**src/rtl/mp_pkg.sv**
```systemverilog
// -----------------------------------------------------------------------------
// mp_pkg
// Constants and types shared by the MP LUT coefficient loader, the MP LUT
// wrapper and the benches.
//   M          : memory depth of the MP model (the LUT holds M+1 tables)
//   RESOLUTION : entries per table
//   N_WORDS    : coefficient words in one complete load
//   ADDR_LSB   : byte-address shift (one 32-bit word = 4 bytes)
//   ld_state_e : loader FSM states
// -----------------------------------------------------------------------------
package mp_pkg;

    localparam int M          = 3;
    localparam int RESOLUTION = 4096;
    localparam int DATA_WIDTH = 32;
    localparam int N_WORDS    = RESOLUTION * (M + 1);
    localparam int ADDR_LSB   = 2;
    localparam int ADDR_WIDTH = $clog2(N_WORDS) + ADDR_LSB;
    localparam int CNT_WIDTH  = $clog2(N_WORDS + 1);

    typedef enum logic [1:0] {
        ST_IDLE = 2'd0,
        ST_LOAD = 2'd1,
        ST_DONE = 2'd2,
        ST_ERR  = 2'd3
    } ld_state_e;

endpackage : mp_pkg

```
**src/rtl/mp_coeff_loader_if.sv**
```systemverilog
// -----------------------------------------------------------------------------
// mp_coeff_loader_if
// AXI-Stream style coefficient stream feeding the MP LUT coefficient loader.
//   s_tdata_i  : coefficient word (I and Q packed)
//   s_tvalid_i : word valid
//   s_tlast_i  : last word of the frame
//   s_tready_o : loader ready
// Modports: master (stream source), slave (loader).
// -----------------------------------------------------------------------------
interface mp_coeff_loader_if #(
    parameter int DATA_WIDTH = mp_pkg::DATA_WIDTH
);

    logic [DATA_WIDTH-1:0] s_tdata_i;
    logic                  s_tvalid_i;
    logic                  s_tlast_i;
    logic                  s_tready_o;

    modport master (
        output s_tdata_i,
        output s_tvalid_i,
        output s_tlast_i,
        input  s_tready_o
    );

    modport slave (
        input  s_tdata_i,
        input  s_tvalid_i,
        input  s_tlast_i,
        output s_tready_o
    );

endinterface : mp_coeff_loader_if

```
**src/rtl/mp_coeff_loader.sv**
```systemverilog
// -----------------------------------------------------------------------------
// mp_coeff_loader
// Write-side initiator for the MP LUT coefficient port. Takes a frame of
// coefficient words from a stream and writes them to the LUT at sequential
// byte addresses, one write per accepted word with one cycle of latency.
// DPD is held bypassed while a load is in flight; frame length is checked
// against N_WORDS and completion/error are reported as sticky flags.
//
// Ports:
//   AXI_clk_i    : clock (only clock)
//   reset_n_i    : asynchronous active-low reset
//   start_i      : pulse, arms a new load (ignored while loading)
//   abort_i      : pulse, cancels a load in progress (wins over start_i)
//   dpd_en_i     : software DPD enable, honoured only after a good load
//   s_axis       : coefficient stream (slave modport)
//   coeff_o      : coefficient word to the LUT
//   coeff_addr_o : LUT byte address {word_index, 2'b00}
//   coeff_en_o   : LUT write strobe
//   wdpd_o       : DPD enable to the LUT wrapper
//   busy_o       : load in progress
//   done_o       : sticky, last load completed with correct length
//   err_o        : sticky, last load aborted or had a length/tlast error
//   word_cnt_o   : words accepted in the current/last load
// -----------------------------------------------------------------------------
module mp_coeff_loader
    import mp_pkg::*;
#(
    parameter int   M          = mp_pkg::M,
    parameter int   RESOLUTION = mp_pkg::RESOLUTION,
    parameter int   DATA_WIDTH = mp_pkg::DATA_WIDTH,
    localparam int  N_WORDS    = RESOLUTION * (M + 1),
    localparam int  IDX_WIDTH  = $clog2(N_WORDS),
    localparam int  ADDR_WIDTH = IDX_WIDTH + ADDR_LSB,
    localparam int  CNT_WIDTH  = $clog2(N_WORDS + 1)
) (
    input  logic                  AXI_clk_i,
    input  logic                  reset_n_i,
    input  logic                  start_i,
    input  logic                  abort_i,
    input  logic                  dpd_en_i,
    mp_coeff_loader_if.slave      s_axis,
    output logic [DATA_WIDTH-1:0] coeff_o,
    output logic [ADDR_WIDTH-1:0] coeff_addr_o,
    output logic                  coeff_en_o,
    output logic                  wdpd_o,
    output logic                  busy_o,
    output logic                  done_o,
    output logic                  err_o,
    output logic [CNT_WIDTH-1:0]  word_cnt_o
);

    localparam logic [IDX_WIDTH-1:0] LAST_IDX = IDX_WIDTH'(N_WORDS - 1);

    ld_state_e             r_state;
    logic [IDX_WIDTH-1:0]  r_idx;
    logic [CNT_WIDTH-1:0]  r_word_cnt;
    logic                  r_tready;
    logic [DATA_WIDTH-1:0] r_coeff;
    logic [ADDR_WIDTH-1:0] r_coeff_addr;
    logic                  r_coeff_en;
    logic                  r_wdpd;
    logic                  r_busy;
    logic                  r_done;
    logic                  r_err;

    logic                  w_accept;
    logic                  w_last_idx;

    // r_tready is only ever high in LOAD, so an accept implies LOAD.
    assign w_accept   = s_axis.s_tvalid_i & r_tready;
    assign w_last_idx = (r_idx == LAST_IDX);

    // NOTE: all state lives in one clocked block with non-blocking
    // assignments, so every register sees the same pre-edge values and the
    // later assignment in program order wins where two branches touch one
    // register. Data registers (coeff/addr) are reset too: they are plain
    // flops, not a RAM, and resetting them costs nothing and keeps the
    // LUT port quiet out of reset.
    always_ff @(posedge AXI_clk_i or negedge reset_n_i) begin
        if (!reset_n_i) begin
            r_state      <= ST_IDLE;
            r_idx        <= '0;
            r_word_cnt   <= '0;
            r_tready     <= 1'b0;
            r_coeff      <= '0;
            r_coeff_addr <= '0;
            r_coeff_en   <= 1'b0;
            r_wdpd       <= 1'b0;
            r_busy       <= 1'b0;
            r_done       <= 1'b0;
            r_err        <= 1'b0;
        end else begin
            // Strobe is a single-cycle pulse per accepted word.
            r_coeff_en <= 1'b0;

            // Every accepted word reaches the LUT, including the one that
            // ends the load with an error, and one accepted in an abort cycle.
            if (w_accept) begin
                r_coeff_en   <= 1'b1;
                r_coeff      <= s_axis.s_tdata_i;
                r_coeff_addr <= {r_idx, {ADDR_LSB{1'b0}}};
                r_idx        <= r_idx + IDX_WIDTH'(1);
                r_word_cnt   <= r_word_cnt + CNT_WIDTH'(1);
            end

            unique case (r_state)
                ST_LOAD: begin
                    r_wdpd <= 1'b0;
                    if (abort_i) begin
                        r_state  <= ST_ERR;
                        r_tready <= 1'b0;
                        r_busy   <= 1'b0;
                        r_err    <= 1'b1;
                    end else if (w_accept && (w_last_idx || s_axis.s_tlast_i)) begin
                        // Only the final index carrying tlast is a good frame;
                        // early tlast and missing tlast both end in ERR. The
                        // index never advances past the last word because
                        // ready drops here.
                        r_tready <= 1'b0;
                        r_busy   <= 1'b0;
                        if (w_last_idx && s_axis.s_tlast_i) begin
                            r_state <= ST_DONE;
                            r_done  <= 1'b1;
                        end else begin
                            r_state <= ST_ERR;
                            r_err   <= 1'b1;
                        end
                    end
                end

                default: begin
                    // IDLE, DONE and ERR: wait for start; abort is ignored.
                    if (start_i) begin
                        r_state    <= ST_LOAD;
                        r_tready   <= 1'b1;
                        r_busy     <= 1'b1;
                        r_idx      <= '0;
                        r_word_cnt <= '0;
                        r_done     <= 1'b0;
                        r_err      <= 1'b0;
                        r_wdpd     <= 1'b0;
                    end else begin
                        // DPD may only be enabled on top of a complete table.
                        r_wdpd <= (r_state == ST_DONE) ? dpd_en_i : 1'b0;
                    end
                end
            endcase
        end
    end

    assign s_axis.s_tready_o = r_tready;
    assign coeff_o           = r_coeff;
    assign coeff_addr_o      = r_coeff_addr;
    assign coeff_en_o        = r_coeff_en;
    assign wdpd_o            = r_wdpd;
    assign busy_o            = r_busy;
    assign done_o            = r_done;
    assign err_o             = r_err;
    assign word_cnt_o        = r_word_cnt;

endmodule : mp_coeff_loader

```
**src/flat_wrapper.sv**
```systemverilog
// flat-port wrapper written by rule: the top's interface ports become plain ports
module mp_coeff_loader_flat import mp_pkg::*;
#(
    parameter int   M          = mp_pkg::M,
    parameter int   RESOLUTION = mp_pkg::RESOLUTION,
    parameter int   DATA_WIDTH = mp_pkg::DATA_WIDTH,
    localparam int  N_WORDS    = RESOLUTION * (M + 1),
    localparam int  IDX_WIDTH  = $clog2(N_WORDS),
    localparam int  ADDR_WIDTH = IDX_WIDTH + ADDR_LSB,
    localparam int  CNT_WIDTH  = $clog2(N_WORDS + 1)
)
  (AXI_clk_i, reset_n_i, start_i, abort_i, dpd_en_i, coeff_o, coeff_addr_o, coeff_en_o, wdpd_o, busy_o, done_o, err_o, word_cnt_o, s_axis_s_tdata_i, s_axis_s_tvalid_i, s_axis_s_tlast_i, s_axis_s_tready_o);
  mp_coeff_loader_if #(.DATA_WIDTH(DATA_WIDTH)) s_axis_i ();
  input  logic AXI_clk_i;
  input  logic reset_n_i;
  input  logic start_i;
  input  logic abort_i;
  input  logic dpd_en_i;
  output logic [DATA_WIDTH-1:0] coeff_o;
  output logic [ADDR_WIDTH-1:0] coeff_addr_o;
  output logic coeff_en_o;
  output logic wdpd_o;
  output logic busy_o;
  output logic done_o;
  output logic err_o;
  output logic [CNT_WIDTH-1:0] word_cnt_o;
  input wire logic [$bits(s_axis_i.s_tdata_i)-1:0] s_axis_s_tdata_i;
  input wire logic [$bits(s_axis_i.s_tvalid_i)-1:0] s_axis_s_tvalid_i;
  input wire logic [$bits(s_axis_i.s_tlast_i)-1:0] s_axis_s_tlast_i;
  output wire logic [$bits(s_axis_i.s_tready_o)-1:0] s_axis_s_tready_o;
  assign s_axis_i.s_tdata_i = s_axis_s_tdata_i;
  assign s_axis_i.s_tvalid_i = s_axis_s_tvalid_i;
  assign s_axis_i.s_tlast_i = s_axis_s_tlast_i;
  assign s_axis_s_tready_o = s_axis_i.s_tready_o;
  mp_coeff_loader #(.M(M), .RESOLUTION(RESOLUTION), .DATA_WIDTH(DATA_WIDTH)) u_core (.AXI_clk_i(AXI_clk_i), .reset_n_i(reset_n_i), .start_i(start_i), .abort_i(abort_i), .dpd_en_i(dpd_en_i), .s_axis(s_axis_i), .coeff_o(coeff_o), .coeff_addr_o(coeff_addr_o), .coeff_en_o(coeff_en_o), .wdpd_o(wdpd_o), .busy_o(busy_o), .done_o(done_o), .err_o(err_o), .word_cnt_o(word_cnt_o));
endmodule
```
**config.mk**
```make
export PLATFORM = sky130hd
export DESIGN_NAME = mp_coeff_loader_flat
export DESIGN_NICKNAME = d
export VERILOG_FILES = /design/src/rtl/mp_pkg.sv /design/src/rtl/mp_coeff_loader_if.sv /design/src/rtl/mp_coeff_loader.sv /design/src/flat_wrapper.sv
export SDC_FILE = /design/constraint.sdc
export NUM_CORES = 1
export LEC_CHECK = 0
export CORE_ASPECT_RATIO = 1.4
export CORE_UTILIZATION = 48
export CTS_BUF_LIST = sky130_fd_sc_hd__clkbuf_4 sky130_fd_sc_hd__clkbuf_8
export DETAILED_ROUTE_END_ITERATION = 10
export DONT_BUFFER_PORTS = 1
export HOLD_SLACK_MARGIN = 0.12
export PLACE_DENSITY = 0.67
export RECOVER_POWER = 100
export SYNTH_ARGS = -nofsm -noshare
export SYNTH_HDL_FRONTEND = slang
export SYNTH_SLANG_ARGS = --single-unit
```
**constraint.sdc**
```tcl
create_clock -name AXI_clk_i -period 2 [get_ports AXI_clk_i]
set_clock_uncertainty 0.15 [all_clocks]
set_input_delay 0.5 -clock AXI_clk_i [delete_from_list [all_inputs] [get_ports AXI_clk_i]]
set_output_delay 0.5 -clock AXI_clk_i [all_outputs]
set_load 0.01 [all_outputs]
```
Word-level counts from Yosys, hierarchy flattened
Index checks and enable logic that the tools add are counted.
{ "op_classes": {"add_sub_neg": 2, "n_eq_ne": 8, "n_mux": 28, "n_bitwise": 1, "reduce_logical": 7} }
{ "op_table": {"columns": ["operator", "n"], "rows": [
  ["2-to-1 mux 15 bit", 3],
  ["2-to-1 mux 14 bit", 3],
  ["2-to-1 mux 1 bit", 18],
  ["adder 15 x 1 -> 15 bit, second input constant", 1],
  ["adder 14 x 1 -> 14 bit, second input constant", 1],
  ["equality test 14 bit, second input constant", 1],
  ["2-to-1 mux 2 bit", 4],
  ["!= test 2 x 1 -> 1 bit, second input constant", 2],
  ["AND reduction 4 bit", 1],
  ["!= test 3 x 2 -> 1 bit, second input constant", 1],
  ["!= test 3 bit, second input constant", 1],
  ["AND reduction 3 bit", 1],
  ["equality test 2 x 1 -> 1 bit, second input constant", 1],
  ["equality test 2 bit, second input constant", 1],
  ["logical AND 1 bit", 2],
  ["!= test 2 bit, second input constant", 1],
  ["AND reduction 2 bit", 1],
  ["nonzero test 2 bit", 1],
  ["bitwise AND 1 bit", 1],
  ["logical OR 1 bit", 1]
]} }
{ "totals": {"register_bits": 82, "output_inout_bits": 69, "word_cells": 56} }

Longest topological paths before layout
Gate-level depths: netlist (run 1).
{ "logic_depth": {"depth_word": 6, "ltp_mapped": 6, "mapped_depth_nobuf": 5} }

Least setup slack after synthesis (run 1)
OpenSTA, ideal clock, no wires.
{ "synth_timing": {"path_type": "register to register", "from": "reg u_core.r_word_cnt[0] (netlist: u_core.word_cnt_o[0])", "to": "reg u_core.r_word_cnt[14] (netlist: u_core.word_cnt_o[14])", "setup_time_ns": 0.078, "arrival_time_ns": 1.547, "path_slack_ns": 0.225, "path_stages_with_launch": 6, "path_buffers": 0, "synth_period_minus_slack_ns": 1.775, "cell_sequence": "dfrtp_1 > ha_1 > nand3_2 > or3_4 > or3_1 > a21oi_1"} }
{ "synth_via": {"elab_chain_cells": 4} }
{ "synth_lines": {"columns": ["element", "line", "rtl"], "rows": [
  ["start: declaration", "mp_coeff_loader.sv:56", "logic [CNT_WIDTH-1:0] r_word_cnt;"],
  ["start signal: assignment", "mp_coeff_loader.sv:103", "r_word_cnt <= r_word_cnt + CNT_WIDTH'(1);"],
  ["adder 15 x 1 -> 15 bit *", "mp_coeff_loader.sv:103", null],
  ["2-to-1 mux 15 bit *", "mp_coeff_loader.sv:98", "if (w_accept) begin"],
  ["2-to-1 mux 15 bit", "mp_coeff_loader.sv:133", "if (start_i) begin"],
  ["2-to-1 mux 15 bit *", "mp_coeff_loader.sv:106", "unique case (r_state)"]
]} }
Every way passes the cells marked *; elsewhere a longest branch is shown, timed or not.
A chain may end at the register's enable or synchronous reset.

Worst setup path after layout (run 1)
{ "layout_timing": {"from": "reg u_core.r_idx[2]", "to": "reg u_core.r_idx[11]"} }
{ "layout_via": {"elab_chain_cells": 4} }
{ "layout_lines": {"columns": ["element", "line", "rtl"], "rows": [
  ["start: declaration", "mp_coeff_loader.sv:55", "logic [IDX_WIDTH-1:0] r_idx;"],
  ["start signal: assignment", "mp_coeff_loader.sv:102", "r_idx <= r_idx + IDX_WIDTH'(1);"],
  ["adder 14 x 1 -> 14 bit *", "mp_coeff_loader.sv:102", null],
  ["2-to-1 mux 14 bit *", "mp_coeff_loader.sv:98", null],
  ["2-to-1 mux 14 bit", "mp_coeff_loader.sv:133", null],
  ["2-to-1 mux 14 bit *", "mp_coeff_loader.sv:106", null]
]} }
Marked as above.

==> reports/results.env, run 1 <==
TIMING_WORST_SETUP_PATH_TYPE='reg -> reg'
NUM_IO_PINS=108
FINALCRITPERIODSHARE_PCT=89.02
GRT_MET1_USE_PCT=22.28
P_LEAK_nW=1.983
FP.COREAREA_UM2=6982
POST_SYNTH_EDFFS=0
DETAILEDROUTE.FIRSTPASSITERATIONCOUNT=4
OUTCOME='complete, but fails checks'
CTS_INSERTED_BUFFERS=9
TIMING.FINAL.HOLD_VIOLATIONS=82
CRIT_REG_REG_STARTPOINT='u_core.r_idx[2]$_DFF_PN0_'
P_PER_AREA_nW_PER_UM2=1114
PORT-BUFFER-COUNT=0
AVGROUTEDWIREPERCELL_UM=14.71
FIN_WORST_HOLD_SLACK_NS=-0.3114
MAX_SLEW.WORST_PIN.SLEW_NS=0.6041
SEQ_AREA_UM2=2052
POST_DRT_VIA_CELL_RATIO=5.139
MAPPEDNETLISTAREA_UM2=3475
POST-SYNTH-TOP-AREA-CELL='sky130_fd_sc_hd__dfrtp_1'
CAP_VIOLATIONS=0
YOSYSTOPAREACELLSHARE_PCT=59.06
NUMBER_OF_GLOBAL_ROUTE_VIAS_BEFORE_REPAIR=2716
REGTOREGENDPOINT='u_core.r_idx[11]$_DFF_PN0_'
MIN_PERIOD_NS=1.780
CRITICAL_PATH.MAX_FANOUT=7
CLOCKROOTBUFFER='sky130_fd_sc_hd__clkbuf_8'
VIOLATIONS='negative hold slack'
FINAL-MAX-SLEW-VIOLATION-COUNT=0
KIND_OF_PATH_BEHIND_THE_TIGHTEST_HOLD_CHECK='in -> async'
CLK-INSERTION-DELAY-LATE_NS=0.34
INSERTEDDIODECOUNT=0
SYN_INST=373
SLEW-LIMIT-HEADROOM_PCT=59.70
FINAL.SETUP.WORST_SLACK_NS=0.2195
LAYOUT-DRIVE-GT1-SHARE_PCT=7.470
MAX_CLOCK_FREQ_GHz=0.5616
MET3_LAYER_USAGE_REPORTED_BY_GLOBAL_ROUTE_PCT=6.061
TOP_USAGE_LAYER='met2'
PLACED_CELLS_INCL_TAPS=465
PRE_CTS_SLACK_NS=0.2407
R2R_SLACK_NS=0.22
TOTALWIRELENGTH_UM=7500
HOLDBUFCOUNTCTS=29
FINALSETUPTNS_NS=0
START_UTIL_PCT=49.77
CRIT_PATH_END='u_core.r_idx[11]$_DFF_PN0_'
ENDPOINT_KIND='flop'
CP.REQUIRED_NS=2.11
SETUP_VIOL=0
ANTENNA_FOUND_INITIAL=0
DETAIL_ROUTE.DRC_VIOLATIONS=0
GRT_UTIL_ALL_LAYERS_PCT=20.62
GLOBAL_ROUTE.OVERFLOW_TOTAL=0
CLOCK_TREE.BUFFER_DEPTH=2
PLACEMENT_ROWS=36
DIE_H_UM=102.7
FP.DIEAREA_UM2=7588
WORST_IR_DROP_VDD_mV=0.4429
POST_LAYOUT_NONFILLER_INSTANCES=510
POSTSYNTH.ASYNCRESETSHARE_PCT=100.0
FINAL_UTIL_PCT=58.51
DETAILEDROUTE.FIRSTITERATIONVIOLATIONS=113
SYNTH_TOP_FLOP_CELL='sky130_fd_sc_hd__dfrtp_1'
FILLERS=639
PATH_DEPTH_OF_THE_WORST_REG2REG_PATH=4
YS_TOP_CELLS_BY_AREA='sky130_fd_sc_hd__dfrtp_1 59%, sky130_fd_sc_hd__nand2_1 16%, sky130_fd_sc_hd__xnor2_1 3.5%'
YOSYSSEQAREASHARE_PCT=59.06
CTS.HTREE.LEVELS=3
CRITPATHLAUNCHTYPE='flop'
DPL.HPWL_UM=4932
POSTCTSSETUPREPAIRBUFS=0
POST_CTS.RESIZED_INSTANCES=0
WORSTSETUPSTARTPOINT='u_core.r_idx[2]$_DFF_PN0_'
CTS_NUM_SINKS=82
SYNTH.DISTINCT_CELLS=36
CTS_TREE='done'
NUM-NETS-FINAL=451
GP_ROUTABILITY_CONGESTION=0.8454
YOSYS_REGISTER_BITS=82
CRIT_ARRIVAL_NS=1.89
FLOW.AREA_GROWTH_FROM_SYNTHESIS_PCT=17.57
GRT_PASS1_WL_UM=11870
RSZ0062_AT_GRT='no'
FINAL_ANTENNA_NET_COUNT=0
GRT_START_MAX_NET_PINS=83
YOSYS_WARNINGS=0
VIAS=2621
GLOBAL_ROUTE.USAGE.MET2_PCT=37.27
MULTI_INPUT_COMB_AREA_UM2=1320
CLK_PIN_SLEW_WORST_PATHS_NS=0.09
DIE_WIDTH_UM=73.91
POST_SYNTH.CELL_AREA_AVG_UM2=9.315
[stage by stage]
stage               total power [mW]  area (um^2)  hold WS, ns
floorplan                      3.047         3478      0.05441
global placement               3.265         3616      0.05585
detailed placement             3.330         3616      0.05589
CTS                            4.634         4119      -0.3300
global route                   4.870         4085      -0.3416
finish                         4.551         4085      -0.3114
[per-layer routing]
layer,vias up,routed length (um)
met1,1250,3075
li1,1268,-
met5,-,0
met2,92,3854
met4,0,115
met3,11,455
[cells in the mapped netlist, types with 3 or more instances]
cell                       count
sky130_fd_sc_hd__buf_4         3
sky130_fd_sc_hd__dfrtp_1      82
sky130_fd_sc_hd__nor3_1        5
sky130_fd_sc_hd__inv_1         5
sky130_fd_sc_hd__a21oi_1       9
sky130_fd_sc_hd__nor2_1       23
sky130_fd_sc_hd__nand2_1     150
sky130_fd_sc_hd__and3_1        3
sky130_fd_sc_hd__nand3_1       4
sky130_fd_sc_hd__o21ai_0      11
sky130_fd_sc_hd__or3_1         6
sky130_fd_sc_hd__nor4_1        5
sky130_fd_sc_hd__nand4_1      10
sky130_fd_sc_hd__clkbuf_1      8
sky130_fd_sc_hd__xor2_1        7
sky130_fd_sc_hd__xnor2_1      14
sky130_fd_sc_hd__buf_1         3
[sequential cells by signal, indices dropped and copies added, names as in the netlist, 2 cells and up]
name,count
u_core.word_cnt_o,15
u_core.r_idx,14
u_core.coeff_addr_o,14
u_core.coeff_o,32
u_core.r_state,2
[power breakdown]
part	switching [mW]	total, mW	internal [mW]
logic	0.503	0.796	0.293
registers	0.443	2.49	2.05
clock network	0.581	1.26	0.679
total	1.53	4.55	3.02
[placed cells by master (no fill, tap or decap), types with 9 or more instances in the layout]
cell	count
sky130_fd_sc_hd__nand2_1	150
sky130_fd_sc_hd__dfrtp_1	82
sky130_fd_sc_hd__dlygate4sd3_1	29
sky130_fd_sc_hd__nor2_1	23
sky130_fd_sc_hd__xnor2_1	14
sky130_fd_sc_hd__o21ai_0	11
sky130_fd_sc_hd__clkbuf_8	11
sky130_fd_sc_hd__nand4_1	10
sky130_fd_sc_hd__a21oi_1	9
[worst max-delay path, stage by stage (launching register included)]
cell and delay (ns):
sky130_fd_sc_hd__dfrtp_1 0.44, sky130_fd_sc_hd__nand3_1 0.24, sky130_fd_sc_hd__or2_2 0.39, sky130_fd_sc_hd__or3_1 0.31, sky130_fd_sc_hd__a21oi_1 0.16
[how the worst min path moves through the flow]
stage | startpoint | end
after global placement | reset_n_i | u_core.coeff_o[25]$_DFFE_PN0N_
after global routing | reset_n_i | u_core.coeff_o[25]$_DFFE_PN0N_
final | reset_n_i | u_core.coeff_addr_o[3]$_DFFE_PN0N_
after detailed placement | reset_n_i | u_core.coeff_o[25]$_DFFE_PN0N_
after CTS | reset_n_i | u_core.coeff_addr_o[3]$_DFFE_PN0N_
after floorplan | reset_n_i | u_core.coeff_addr_o[10]$_DFFE_PN0N_
[cell families after synthesis]
kind of cell / Yosys count / share of synthesized area (%)
compound gates: 24 / 3.853
xor+xnor: 21 / 5.294
fa+ha+maj: 2 / 0.7201
buf+inv: 22 / 2.773
flops: 82 / 59.06
other cells: 1 / 0.1079
simple gates: 221 / 28.20
[cell type report]
type | count | share of cell area [%]
sequential | 82 | 50.23
clock buffer | 13 | 4.074
timing repair buffer | 41 | 8.790
inverter | 6 | 0.5513
clock inverter | 3 | 1.133
tap | 95 | 2.910
multi-input combinational | 270 | 32.31
No activity file was read; power rests on OpenSTA's default activity.
==> run 2, diff against run 1 <==
--- a/config.mk
+++ b/config.mk
@@ -7,7 +7,7 @@
 export LEC_CHECK = 0
 export CORE_ASPECT_RATIO = 1.4
 export CORE_UTILIZATION = 48
-export CTS_BUF_LIST = sky130_fd_sc_hd__clkbuf_4 sky130_fd_sc_hd__clkbuf_8
+export CTS_BUF_LIST = sky130_fd_sc_hd__clkbuf_4
 export DETAILED_ROUTE_END_ITERATION = 10
 export DONT_BUFFER_PORTS = 1
 export HOLD_SLACK_MARGIN = 0.12
==> run 2 against run 1 <==
  * Highest routed layer unchanged
  * Largest power group unchanged
  * Global-route usage up 0.44 points
  * Critical path type unchanged
  * Register-to-register slack lost 0.02 ns
  * Total power shrank 6.0%
  * Clock power is 24% lower
  * Wire length grew 0.92%
  * The run still ends with negative hold slack left
==> reports/results.env, run 2 (synthesized netlist as in run 1, its figures left out) <==
FILLERS=643  # was 639
NUM_IO_PINS=108  # unchanged
CTS_TREE='done'  # unchanged
CLK-INSERTION-DELAY-LATE_NS=0.42  # was 0.34 ns
FLOW.AREA_GROWTH_FROM_SYNTHESIS_PCT=17.54  # was 17.57%
GLOBAL_ROUTE.OVERFLOW_TOTAL=0  # unchanged
WORST_IR_DROP_VDD_mV=0.5528  # was 0.4429 mV
CTS.HTREE.LEVELS=3  # unchanged
P_PER_AREA_nW_PER_UM2=1048  # was 1114 nW/um^2
POWER.SHARE.SEQUENTIAL_PCT=58.3  # was 54.8%
LAYOUT-DRIVE-GT1-SHARE_PCT=7.109  # was 7.470%
VIOLATIONS='negative hold slack'  # unchanged
VIAS=2658  # was 2621
NUM-NETS-FINAL=458  # was 451
CLOCKROOTBUFFER='sky130_fd_sc_hd__clkbuf_4'  # was sky130_fd_sc_hd__clkbuf_8
ENDPOINT_KIND='flop'  # unchanged
CTS_INSERTED_BUFFERS=9  # unchanged
AVGROUTEDWIREPERCELL_UM=14.64  # was 14.71 um
FP.COREAREA_UM2=6982  # unchanged
HIGHEST_COUNT_CELLS_IN_THE_LAYOUT_IGNORING_FILL_AND_TAPS='150 x sky130_fd_sc_hd__nand2_1, 82 x sky130_fd_sc_hd__dfrtp_1, 36 x sky130_fd_sc_hd__dlygate4sd3_1, 23 x sky130_fd_sc_hd__nor2_1, 14 x sky130_fd_sc_hd__xnor2_1'  # was 150 x sky130_fd_sc_hd__nand2_1, 82 x sky130_fd_sc_hd__dfrtp_1, 29 x sky130_fd_sc_hd__dlygate4sd3_1, 23 x sky130_fd_sc_hd__nor2_1, 14 x sky130_fd_sc_hd__xnor2_1
CRIT_ARRIVAL_NS=1.98  # was 1.89 ns
P_SWITCHING_mW=1.513  # was 1.528 mW
MULTI_INPUT_COMB_AREA_UM2=1320  # unchanged
MAX_CLOCK_FREQ_GHz=0.5562  # was 0.5616 GHz
GRT_UTIL_ALL_LAYERS_PCT=21.06  # was 20.62%
CP.REQUIRED_NS=2.19  # was 2.11 ns
GP_ROUTABILITY_CONGESTION=0.8454  # unchanged
CRITICAL_PATH.MAX_FANOUT=7  # unchanged
KIND_OF_PATH_BEHIND_THE_TIGHTEST_HOLD_CHECK='in -> async'  # unchanged
FINAL_ANTENNA_NET_COUNT=0  # unchanged
POST_DRT_VIA_CELL_RATIO=5.141  # was 5.139
P_LEAK_nW=1.977  # was 1.983 nW
FP.DIEAREA_UM2=7588  # unchanged
GRT_START_MAX_NET_PINS=83  # unchanged
PORT-BUFFER-COUNT=0  # unchanged
SETUP_VIOL=0  # unchanged
DETAILEDROUTE.FIRSTITERATIONVIOLATIONS=139  # was 113
GRT_PASS1_WL_UM=12050  # was 11870 um
LAYOUT_COMMONEST_CELL='sky130_fd_sc_hd__nand2_1'  # unchanged
CAP_VIOLATIONS=0  # unchanged
TOTALWIRELENGTH_UM=7569  # was 7500 um
DETAIL_ROUTE.DRC_VIOLATIONS=0  # unchanged
CRITPATHLAUNCHTYPE='flop'  # unchanged
POST_CTS.RESIZED_INSTANCES=0  # unchanged
POWER.COMBINATIONAL.FRACTION_PCT=19.3  # was 17.5%
FINALCRITPERIODSHARE_PCT=89.90  # was 89.02%
DETAILEDROUTE.FIRSTPASSITERATIONCOUNT=4  # unchanged
MIN_PERIOD_NS=1.798  # was 1.780 ns
INSERTEDDIODECOUNT=0  # unchanged
SWITCHING_SHARE_OF_POWER_PCT=35.37  # was 33.57%
CLOCK_TREE.BUFFER_DEPTH=2  # unchanged
DIE_H_UM=102.7  # unchanged
FINALSETUPTNS_NS=0  # unchanged
P_INT_mW=2.765  # was 3.023 mW
RSZ0062_AT_GRT='no'  # unchanged
TIMING_WORST_SETUP_PATH_TYPE='reg -> reg'  # unchanged
START_UTIL_PCT=49.77  # unchanged
MAX_SLEW.WORST_PIN.SLEW_NS=0.6103  # was 0.6041 ns
CTS_NUM_SINKS=82  # unchanged
ANTENNA_FOUND_INITIAL=0  # unchanged
OUTCOME='complete, but fails checks'  # unchanged
FIN_WORST_HOLD_SLACK_NS=-0.4030  # was -0.3114 ns
DPL.HPWL_UM=4932  # unchanged
TIMING.FINAL.HOLD_VIOLATIONS=82  # unchanged
SLEW-LIMIT-HEADROOM_PCT=59.29  # was 59.70%
CLK_PIN_SLEW_WORST_PATHS_NS=0.13  # was 0.09 ns
LARGEST_REGISTER_FF_COUNT=32  # unchanged
CLOCKPOWERSHARE_PCT=22.4  # was 27.7%
SEQ_AREA_UM2=2052  # unchanged
FINAL-MAX-SLEW-VIOLATION-COUNT=0  # unchanged
PLACEMENT_ROWS=36  # unchanged
NUMBER_OF_GLOBAL_ROUTE_VIAS_BEFORE_REPAIR=2755  # was 2716
DIE_WIDTH_UM=73.91  # unchanged
## run 2: changes by cell type in the layout (fill, tap and decap cells not counted)
cell                            previous run  this run
sky130_fd_sc_hd__clkbuf_2                  4         2
sky130_fd_sc_hd__dlygate4sd3_1            29        36
sky130_fd_sc_hd__clkbuf_8                 11         0
sky130_fd_sc_hd__clkinv_1                  0         2
sky130_fd_sc_hd__inv_1                     6         5
sky130_fd_sc_hd__buf_4                     4         7
sky130_fd_sc_hd__inv_2                     0         1
sky130_fd_sc_hd__clkbuf_4                  3        11
## run 2: power by group through the flow
stage               Clock [mW]  Sequential (mW)  Combinational (mW)
detailed placement           0             2.53               0.797
global placement             0             2.51               0.755
CTS                      0.984             2.50               0.859
floorplan                    0             2.50               0.550
finish                   0.960             2.49               0.825
global route              1.07             2.56               0.967
## run 2: per-stage QoR
step / power, mW / cells / utilization [%] / setup WS, ns / instance area [um^2]
6_report: 4.278 / 517 / 58.49 / 0.2019 / 4084
2_1_floorplan: 3.047 / 374 / - / 0.2248 / 3478
3_5_place_dp: 3.330 / 465 / 51.79 / 0.2407 / 3616
4_1_cts: 4.338 / 516 / 58.76 / 0.2114 / 4103
5_1_grt: 4.593 / 517 / 58.49 / 0.06016 / 4084
3_3_place_gp: 3.265 / 465 / 51.79 / 0.3014 / 3616
## run 2: path summary, 6_finish.rpt
path / depth (start not counted) / to / slack, ns / from
setup / recovery: 4 / u_core.r_idx[11]$_DFF_PN0_ / 0.20 / u_core.r_idx[2]$_DFF_PN0_
hold / removal: 0 / u_core.coeff_addr_o[3]$_DFFE_PN0N_ / -0.40 / reset_n_i
setup reg to reg: 4 / u_core.r_idx[11]$_DFF_PN0_ / 0.20 / u_core.r_idx[2]$_DFF_PN0_
hold reg to reg: 2 / u_core.coeff_addr_o[14]$_DFFE_PN0N_ / 0.40 / u_core.r_idx[12]$_DFF_PN0_
max in group asynchronous: 0 / u_core.word_cnt_o[11]$_DFF_PN0_ / 1.96 / reset_n_i
min in group AXI_clk_i: 2 / u_core.err_o$_DFFE_PN0P_ / 0.15 / s_axis_s_tlast_i
## run 2: critical path, stage by stage (launching register included)
cell and delay [ns]:
sky130_fd_sc_hd__dfrtp_1 0.46, sky130_fd_sc_hd__nand3_1 0.24, sky130_fd_sc_hd__or2_2 0.39, sky130_fd_sc_hd__or3_1 0.31
sky130_fd_sc_hd__a21oi_1 0.16
## run 2: cell type report
| cell class | instances | share of cell area [%] |
|---|---|---|
| sequential | 82 | 50.25 |
| multi-input combinational | 270 | 32.32 |
| clock inverter | 5 | 1.317 |
| tap | 95 | 2.911 |
| clock buffer | 11 | 2.022 |
| inverter | 6 | 0.5515 |
| timing repair buffer | 48 | 10.63 |
## run 2: per-layer routing
layer  routed length [um]  up-vias  GRT usage (%)  part of all wire [%]
met5                    0        -              0                     0
met2                 3880       97          37.76                    51
met4                  154        0          11.39                   2.0
met1                 3050     1257          22.57                    40
met3                  484       15          4.790                   6.4
li1                     -     1289              -                     -
## run 2: timing repair
action                                 in CTS  in global routing
endpoints found under the hold margin     121                 83
setup endpoints to repair                   0                  0
hold buffers                               35                  1
buffers inserted                            0                  0
